## config.mk

```make
export PLATFORM = sky130hd
export DESIGN_NAME = regfile_writeback
export DESIGN_NICKNAME = d
export VERILOG_FILES = /design/src/rtl/regfile_writeback.sv
export SDC_FILE = /design/constraint.sdc
export NUM_CORES = 1
export LEC_CHECK = 0
export ABC_CLOCK_PERIOD_IN_PS = 4400
export CORE_AREA = 2 2 164 166
export CTS_CLUSTER_DIAMETER = 100
export DETAILED_ROUTE_END_ITERATION = 7
export DIE_AREA = 0 0 166 168
export PLACE_DENSITY = 0.81
export RECOVER_POWER = 50
export SKIP_LAST_GASP = 1
export SYNTH_ARGS = -nofsm -noshare
export SYNTH_HDL_FRONTEND = slang
export SYNTH_SLANG_ARGS = --single-unit
```

## constraint.sdc

```tcl
create_clock -name clk -period 4.4 [get_ports clk]
set_input_delay 0.88 -clock clk [delete_from_list [all_inputs] [get_ports clk]]
set_output_delay 0.88 -clock clk [all_outputs]
set_load 0.01 [all_outputs]
```

## src/rtl/regfile_writeback.sv

```systemverilog
// Register-file write-port arbiter: merges in-order pipeline results with late-returning
// results (buffered in a small FIFO) and exports the registered write as a bypass bus.
module regfile_writeback #(
  parameter int XLEN   = 64,
  parameter int LDEPTH = 2
) (
  input  logic                      clk,
  input  logic                      reset,
  input  logic                      pipe_valid,
  input  logic                      pipe_wen,
  input  logic [4:0]                pipe_rd,
  input  logic [1:0]                pipe_sel,
  input  logic [XLEN-1:0]           pipe_alu,
  input  logic [XLEN-1:0]           pipe_mem,
  input  logic [XLEN-1:0]           pipe_pc4,
  input  logic                      late_valid,
  input  logic [4:0]                late_rd,
  input  logic [XLEN-1:0]           late_data,
  output logic                      late_ready,
  output logic                      rf_we,
  output logic [4:0]                rf_rd,
  output logic [XLEN-1:0]           rf_wdata,
  output logic                      fwd_valid,
  output logic [4:0]                fwd_rd,
  output logic [XLEN-1:0]           fwd_data,
  output logic [$clog2(LDEPTH):0]   late_count
);

  localparam int PW = (LDEPTH > 1) ? $clog2(LDEPTH) : 1;
  localparam int CW = $clog2(LDEPTH) + 1;
  localparam logic [CW-1:0] DEPTH_C = CW'(LDEPTH);

  logic [XLEN-1:0] fifo_data [LDEPTH];
  logic [4:0]      fifo_rd   [LDEPTH];
  logic [PW-1:0]   head;
  logic [PW-1:0]   tail;
  logic [CW-1:0]   count;

  logic            pipe_req_p0;
  logic            accept_p0;
  logic            late_take_p0;
  logic            fifo_empty_p0;
  logic            push_p0;
  logic            pop_p0;
  logic            issue_we_p0;
  logic [4:0]      issue_rd_p0;
  logic [XLEN-1:0] issue_data_p0;

  function automatic logic [XLEN-1:0] pipe_result(
    input logic [1:0]      sel,
    input logic [XLEN-1:0] alu,
    input logic [XLEN-1:0] mem,
    input logic [XLEN-1:0] pc4
  );
    logic [XLEN-1:0] r;
    case (sel)
      2'd0:    r = alu;
      2'd1:    r = mem;
      2'd2:    r = pc4;
      default: r = '0;
    endcase
    return r;
  endfunction

  // Stage p0: request decode and port arbitration
  assign late_ready    = ~reset & (count < DEPTH_C);
  assign pipe_req_p0   = pipe_valid & pipe_wen & (pipe_rd != 5'd0);
  assign accept_p0     = late_valid & late_ready;
  // rd=0 late results are consumed here and never reach the FIFO or the port
  assign late_take_p0  = accept_p0 & (late_rd != 5'd0);
  assign fifo_empty_p0 = (count == '0);

  always_comb begin
    issue_we_p0   = 1'b0;
    issue_rd_p0   = '0;
    issue_data_p0 = '0;
    push_p0       = 1'b0;
    pop_p0        = 1'b0;
    if (pipe_req_p0) begin
      issue_we_p0   = 1'b1;
      issue_rd_p0   = pipe_rd;
      issue_data_p0 = pipe_result(pipe_sel, pipe_alu, pipe_mem, pipe_pc4);
      push_p0       = late_take_p0;
    end else if (!fifo_empty_p0) begin
      issue_we_p0   = 1'b1;
      issue_rd_p0   = fifo_rd[head];
      issue_data_p0 = fifo_data[head];
      pop_p0        = 1'b1;
      push_p0       = late_take_p0;
    end else if (late_take_p0) begin
      issue_we_p0   = 1'b1;
      issue_rd_p0   = late_rd;
      issue_data_p0 = late_data;
    end
  end

  always_ff @(posedge clk) begin
    if (push_p0) begin
      fifo_rd[tail]   <= late_rd;
      fifo_data[tail] <= late_data;
    end
  end

  always_ff @(posedge clk) begin
    if (reset) begin
      head  <= '0;
      tail  <= '0;
      count <= '0;
    end else begin
      if (push_p0) tail <= tail + 1'b1;
      if (pop_p0)  head <= head + 1'b1;
      case ({push_p0, pop_p0})
        2'b10:   count <= count + 1'b1;
        2'b01:   count <= count - 1'b1;
        default: count <= count;
      endcase
    end
  end

  // Stage p1: registered write port; rd/data hold when no write is issued
  always_ff @(posedge clk) begin
    if (reset) begin
      rf_we    <= 1'b0;
      rf_rd    <= '0;
      rf_wdata <= '0;
    end else begin
      rf_we <= issue_we_p0;
      if (issue_we_p0) begin
        rf_rd    <= issue_rd_p0;
        rf_wdata <= issue_data_p0;
      end
    end
  end

  assign fwd_valid  = rf_we;
  assign fwd_rd     = rf_rd;
  assign fwd_data   = rf_wdata;
  assign late_count = count;

endmodule
```

# --- Word level (Yosys, flattened, before mapping) ---
# Memories as Yosys holds them, arrays and structs flattened. A register that Yosys moved wholly into a read port is not among the register bits.
# Cells that the tools add are included.
word_totals:
  register_bits: 74
  latchBits: 0
  mem_bits_rw: 138
  rom_bits: 0
  input_bits: 273
  out_inout_bits: 143
  elab_cells: 49
  mem_count: 2
classes:
  add_sub_neg: 4
  n_mul: 0
  n_div: 0
  order_cmp: 1
  eq_ne: 4
  shift: 0
  mux: 21
  bitwise_logic: 6
  reduce_logical: 5
memory_table:
  columns: ["memory", "words", "word_bits", "read_ports", "rd_ports_with_merged_regs", "wr", "line_no", "text"]
  rows:
  - ["fifo_data", 2, 64, 1, 1, 1, "33", "logic [XLEN-1:0] fifo_data [LDEPTH];"]
  - ["fifo_rd", 2, 5, 1, 1, 1, "34", "logic [4:0] fifo_rd [LDEPTH];"]
op_table:
  columns: ["op", "count"]
  rows:
  - ["$mux 64", 3]
  - ["$pmux 64 s3", 1]
  - ["$mux 5", 3]
  - ["$mux 1", 13]
  - ["$reduce_bool 5->1", 2]
  - ["$and 1x1->1", 5]
  - ["$eq 2x1->1 const B", 2]
  - ["$eq 2x2->1 const B", 2]
  - ["$logic_not 2->1", 2]
  - ["$pmux 2 s2", 1]
  - ["$add 1x1->1 const B", 2]
  - ["$add 2x1->2 const B", 1]
  - ["$lt 2x2->1 const B", 1]
  - ["$reduce_bool 2->1", 1]
  - ["$sub 2x1->2 const B", 1]
  - ["$not 1->1", 1]

# --- Longest topological paths before layout ---
logic_depth:
  depth_word: 8
  ltp_mapped: 10
  mapped_depth_nobuf: 7

# --- Worst setup path before layout ---
# OpenSTA, ideal clock, no wires.
synth_timing:
  kind: "input port to flip-flop"
  startpoint: "input port reset"
  endpoint: "memory fifo_data[1][0] (enable)"
  setup_ns: 0.435
  arrival_ns: 3.559
  required_time_ns: 3.965
  setup_slack_ns: 0.406
  cell_stages: 6
  path_buffers: 3
  cell_sequence: "clkbuf_1 -> nor3b_2 -> o21a_1 -> buf_2 -> clkbuf_1 -> and3_1"
synth_between:
  elab_chain_len: 8
synth_rtl:
  columns: ["element", "line_no", "text"]
  rows:
  - ["start: declaration", "8", "input logic reset,"]
  - ["$not 1->1 (*)", "66", "assign late_ready = ~reset & (count < DEPTH_C);"]
  - ["$and 1x1->1 (*)", "66", null]
  - ["$and 1x1->1 (*)", "68", "assign accept_p0 = late_valid & late_ready;"]
  - ["$and 1x1->1 (*)", "70", "assign late_take_p0 = accept_p0 & (late_rd != 5'd0);"]
  - ["$mux 1", "84", "end else if (!fifo_empty_p0) begin"]
  - ["$mux 1 (*)", "79", "if (pipe_req_p0) begin"]
  - ["$mux 1 (*)", "98", "if (push_p0) begin"]
  - ["$mux 1 (implied by the code) (*)", "100", "fifo_data[tail] <= late_data;"]
  - ["end: declaration", "33", null]
# Mark *: on every way between the ends. The rest lies on a longest branch, timed or not.

# --- Final worst setup path ---
layout_timing:
  startpoint: "input port late_rd[0]"
  endpoint: "register rf_wdata[46] (netlist: fwd_data[46])"
layout_between:
  elab_chain_len: 5
  word_cells_on_any_way: 8
  cone_classes: "mux (6); bitwise (1); reduce/logical (1)"
layout_rtl:
  columns: ["element", "line_no", "text"]
  rows:
  - ["start: declaration", "17", "input logic [4:0] late_rd,"]
  - ["$reduce_bool 5->1 (*)", "70", null]
  - ["$and 1x1->1 (*)", "70", null]
  - ["$mux 64 / $mux 1 (equally long branches)", "90", "end else if (late_take_p0) begin"]
  - ["$mux 64 / $mux 1 (equally long branches)", "84", null]
  - ["$mux 64 / $mux 1 (equally long branches)", "79", null]
  - ["end signal: assignment", "130", "rf_wdata <= issue_data_p0;"]
  - ["end: declaration", "22", "output logic [XLEN-1:0] rf_wdata,"]
# Marks and branches as above.
# A chain may end at the register's enable or synchronous reset.

==> results.txt <==
Final WL: 33610 µm
Worst Hold Class: flip-flop to flip-flop
Simple-gate portion of the synthesized area: 13.57%
Post-Syn Area: 0.01089 mm²
DRC errors left: 0
Average footprint of a synthesized cell: 10.70 µm²
Crit-path cells: dlygate4sd3_1 -> or4_1 -> o21ai_4 -> buf_4 -> o21ai_0 -> a311oi_1
Reg-to-reg startpoint: late_count[1]$_SDFFE_PP0P_
Final WS setup: 1.254 ns
RSZ-0062 raised after global routing: no
Routed Antenna Nets: 0
Worst r2r dst: fwd_data[47]$_SDFFE_PP0P_
Core area: 0.02635 mm²
Row count: 60
Min cycle time layout: 3.146 ns
Area of the die: 0.02789 mm²
Clk_skew: 0.01131 ns
Largest net degree at the start of global routing: 77
Max clock buf depth: 3
Reg2reg path depth: 5
# clock sinks: 213
Outcome: finished, final reports clean
Post-synth cell types: 40
Seq/Total Area, Yosys: 51.84%
Vias/cell: 5.529
Critical Path Start: late_rd[0]
TNS Setup: 0 ns
Largest cells by area after synthesis: edfxtp_1, dfxtp_1, mux2_2
H-tree levels: 1
Kind of critical path: input port to flip-flop
First-pass GRT wire length: 52770 µm
CP Launch Type: input port
Critical Path Fanout Max: 34
FILL cells: 2200
Initial drt markers: 642
Leakage power: 0.005543 µW
CTS tree: done
Final Max Tran Viols: 0
WP data arrival: 3.53 ns
Crit path to: fwd_data[46]$_SDFFE_PP0P_
Post-synth ARST share: 0%
IO buf count: 415
Post-route cell area: 0.01549 mm²
Initial Util: 41.32%
Synth Area in Adders: 0.1149%
Req. time, crit path: 4.79 ns
Number of global-route vias before repair: 9658
Xor/xnor share of the synthesized area: 0.1609%
Final HPWL DP: 22690 µm
Dpl cell area: 0.01475 mm²
Setup slack at placement: 0.8865 ns
Max Freq: 317.9 MHz
Worst Tran Pin Value: 1.001 ns
Multiplexer share of the synthesized area: 13.02%
Vias: 9256
Final #Nets: 1587
Congestion Overflow GR: 0
Maxcap violations: 0
Clock latency on the worst-skew pair: 0.50 ns
Worst VDD drop: 254.4 µV
Drt first pass iters: 7
CTS Root Buffer Type: clkbuf_16
DR WL/cell: 20.07 µm
Commonest non-fill, non-tap cell in the layout: clkdlybuf4s50_1
Post-Syn Instances: 1018
# IOs: 416
Final Hold Fails: 0
Number of synthesized register bits: 213
Top FF cell, synth: edfxtp_1
Clk pin slew, worst setup/hold paths: 0.06 ns
Initial antenna violation count: 6
Number of flops mapped to enable cells by yosys: 138
Die Width: 166 µm
Die Ht: 168 µm
Area grow syn2layout: 42.25%
Post-CTS sizing: 0
Largest family of logic cells by synthesized area: simple AND/OR/NAND/NOR gates
Gpl congestion: 0.8370
Ys Warns: 0
Share of cells above drive strength 1: 10.31%
Most frequent cells in the layout: clkdlybuf4s50_1, dlygate4sd3_1, edfxtp_1
Compound-Gate Fraction of Synth Area: 12.81%
Largest area contributor in the netlist: edfxtp_1
Pwr Density: 469.8 mW/mm²
Top cell type's share of synthesized area: 38.06%
Hold_buf cts: 0
Syn Nets: 1292
Number of buffers created by CTS: 23
Critical-path top delay cell: or4_1
Total GRT Usage: 23.52%
Highest cell delay on the worst timing path: 0.65 ns
R2r setup slk: 1.81 ns
Relative slew slack: 33.25%
Post-CTS Setup Bufs: 0
Setup Viol. Count Final: 0
Period utilization: 71.49%
Kind of end point of the critical path: flip-flop
## metal layers
metal | share of wire, % | global-route usage [%]
met2 | 52 | 43.35
met3 | 5.8 | 3.808
met5 | 0.071 | 0
met1 | 39 | 27.96
met4 | 3.0 | 7.750
## worst max-delay path, delay by kind of cell
kind / cells / cell delay [ns]
compound gates: 3 / 0.93
buf+inv: 2 / 1.04
simple gates: 1 / 0.65
## sequential cells by signal, summed over array words and instances (netlist names), named ones only
register    flops
late_count      2
head            1
fwd_valid       1
fifo_data     128
tail            1
fwd_rd          5
fifo_rd        10
fwd_data       64
## worst min path at each step
stage                 startpoint           endpoint  slack [ns]  depth (start not counted)
2_1_floorplan  tail$_SDFFE_PP0P_  tail$_SDFFE_PP0P_        0.46                          2
3_3_place_gp   head$_SDFFE_PP0N_          flip-flop        0.47                          2
3_5_place_dp   tail$_SDFFE_PP0P_  tail$_SDFFE_PP0P_        0.49                          2
4_1_cts        tail$_SDFFE_PP0P_  tail$_SDFFE_PP0P_        0.50                          2
5_1_grt        tail$_SDFFE_PP0P_  tail$_SDFFE_PP0P_        0.53                          2
6_report       tail$_SDFFE_PP0P_  tail$_SDFFE_PP0P_        0.50                          2
## area by class of cell
type                            instances  area, µm²  share of cell area (%)
Antenna cell                            4      10.01                 0.06462
Clock buffer                           32      649.4                   4.192
Clock inverter                          9      78.83                  0.5089
Inverter                                1      5.005                 0.03231
Multi-Input combinational cell        643       4369                   28.21
Sequential cell                       213       5649                   36.47
Tap cell                              341      426.7                   2.754
Timing Repair Buffer                  431       4302                   27.77
## report_power, final
group	internal [µW]	leakage, µW	total [µW]	switching [µW]
Combinational	1380	0.00331	2630	1250
Sequential	2460	0.00187	2790	337
Clock	1090	0.000358	1850	761
Total	4930	0.00554	7280	2350
## synth_stat cells (all sizes together) (2+ instances only)
master,n
nand3,71
nand2,4
dfxtp,75
nor2,68
mux2,69
or4,4
edfxtp,138
a32oi,2
buf,103
o21ai,131
a21oi,8
a311oi,67
and2,62
nor3,70
mux2i,64
nand4b,2
or3,3
o211ai,3
clkbuf,58
a211oi,3
## per-stage QoR
step | utilization, % | power [µW] | std cells | hold slack, ns
5_1_grt | 58.78 | 7656 | 1674 | 0.5306
4_1_cts | 58.75 | 7495 | 1670 | 0.4963
6_report | 58.78 | 7277 | 1674 | 0.4998
3_5_place_dp | 55.98 | 5628 | 1629 | 0.4857
2_1_floorplan | - | 4372 | 1018 | 0.4583
3_3_place_gp | 55.98 | 5561 | 1629 | 0.4749
## cell families (layout without fill, tap and decap cells)
logic type	count (synthesis)	after routing
AOI/OAI and AO/OA	218	218
xor gates and xnor gates	2	2
adders and majority gates	1	1
buffers and inverters	162	473
DFF	213	213
muxes	133	133
other	0	4
and+or+nand+nor	289	289
Note: power is estimated with default switching activity, not from simulation.
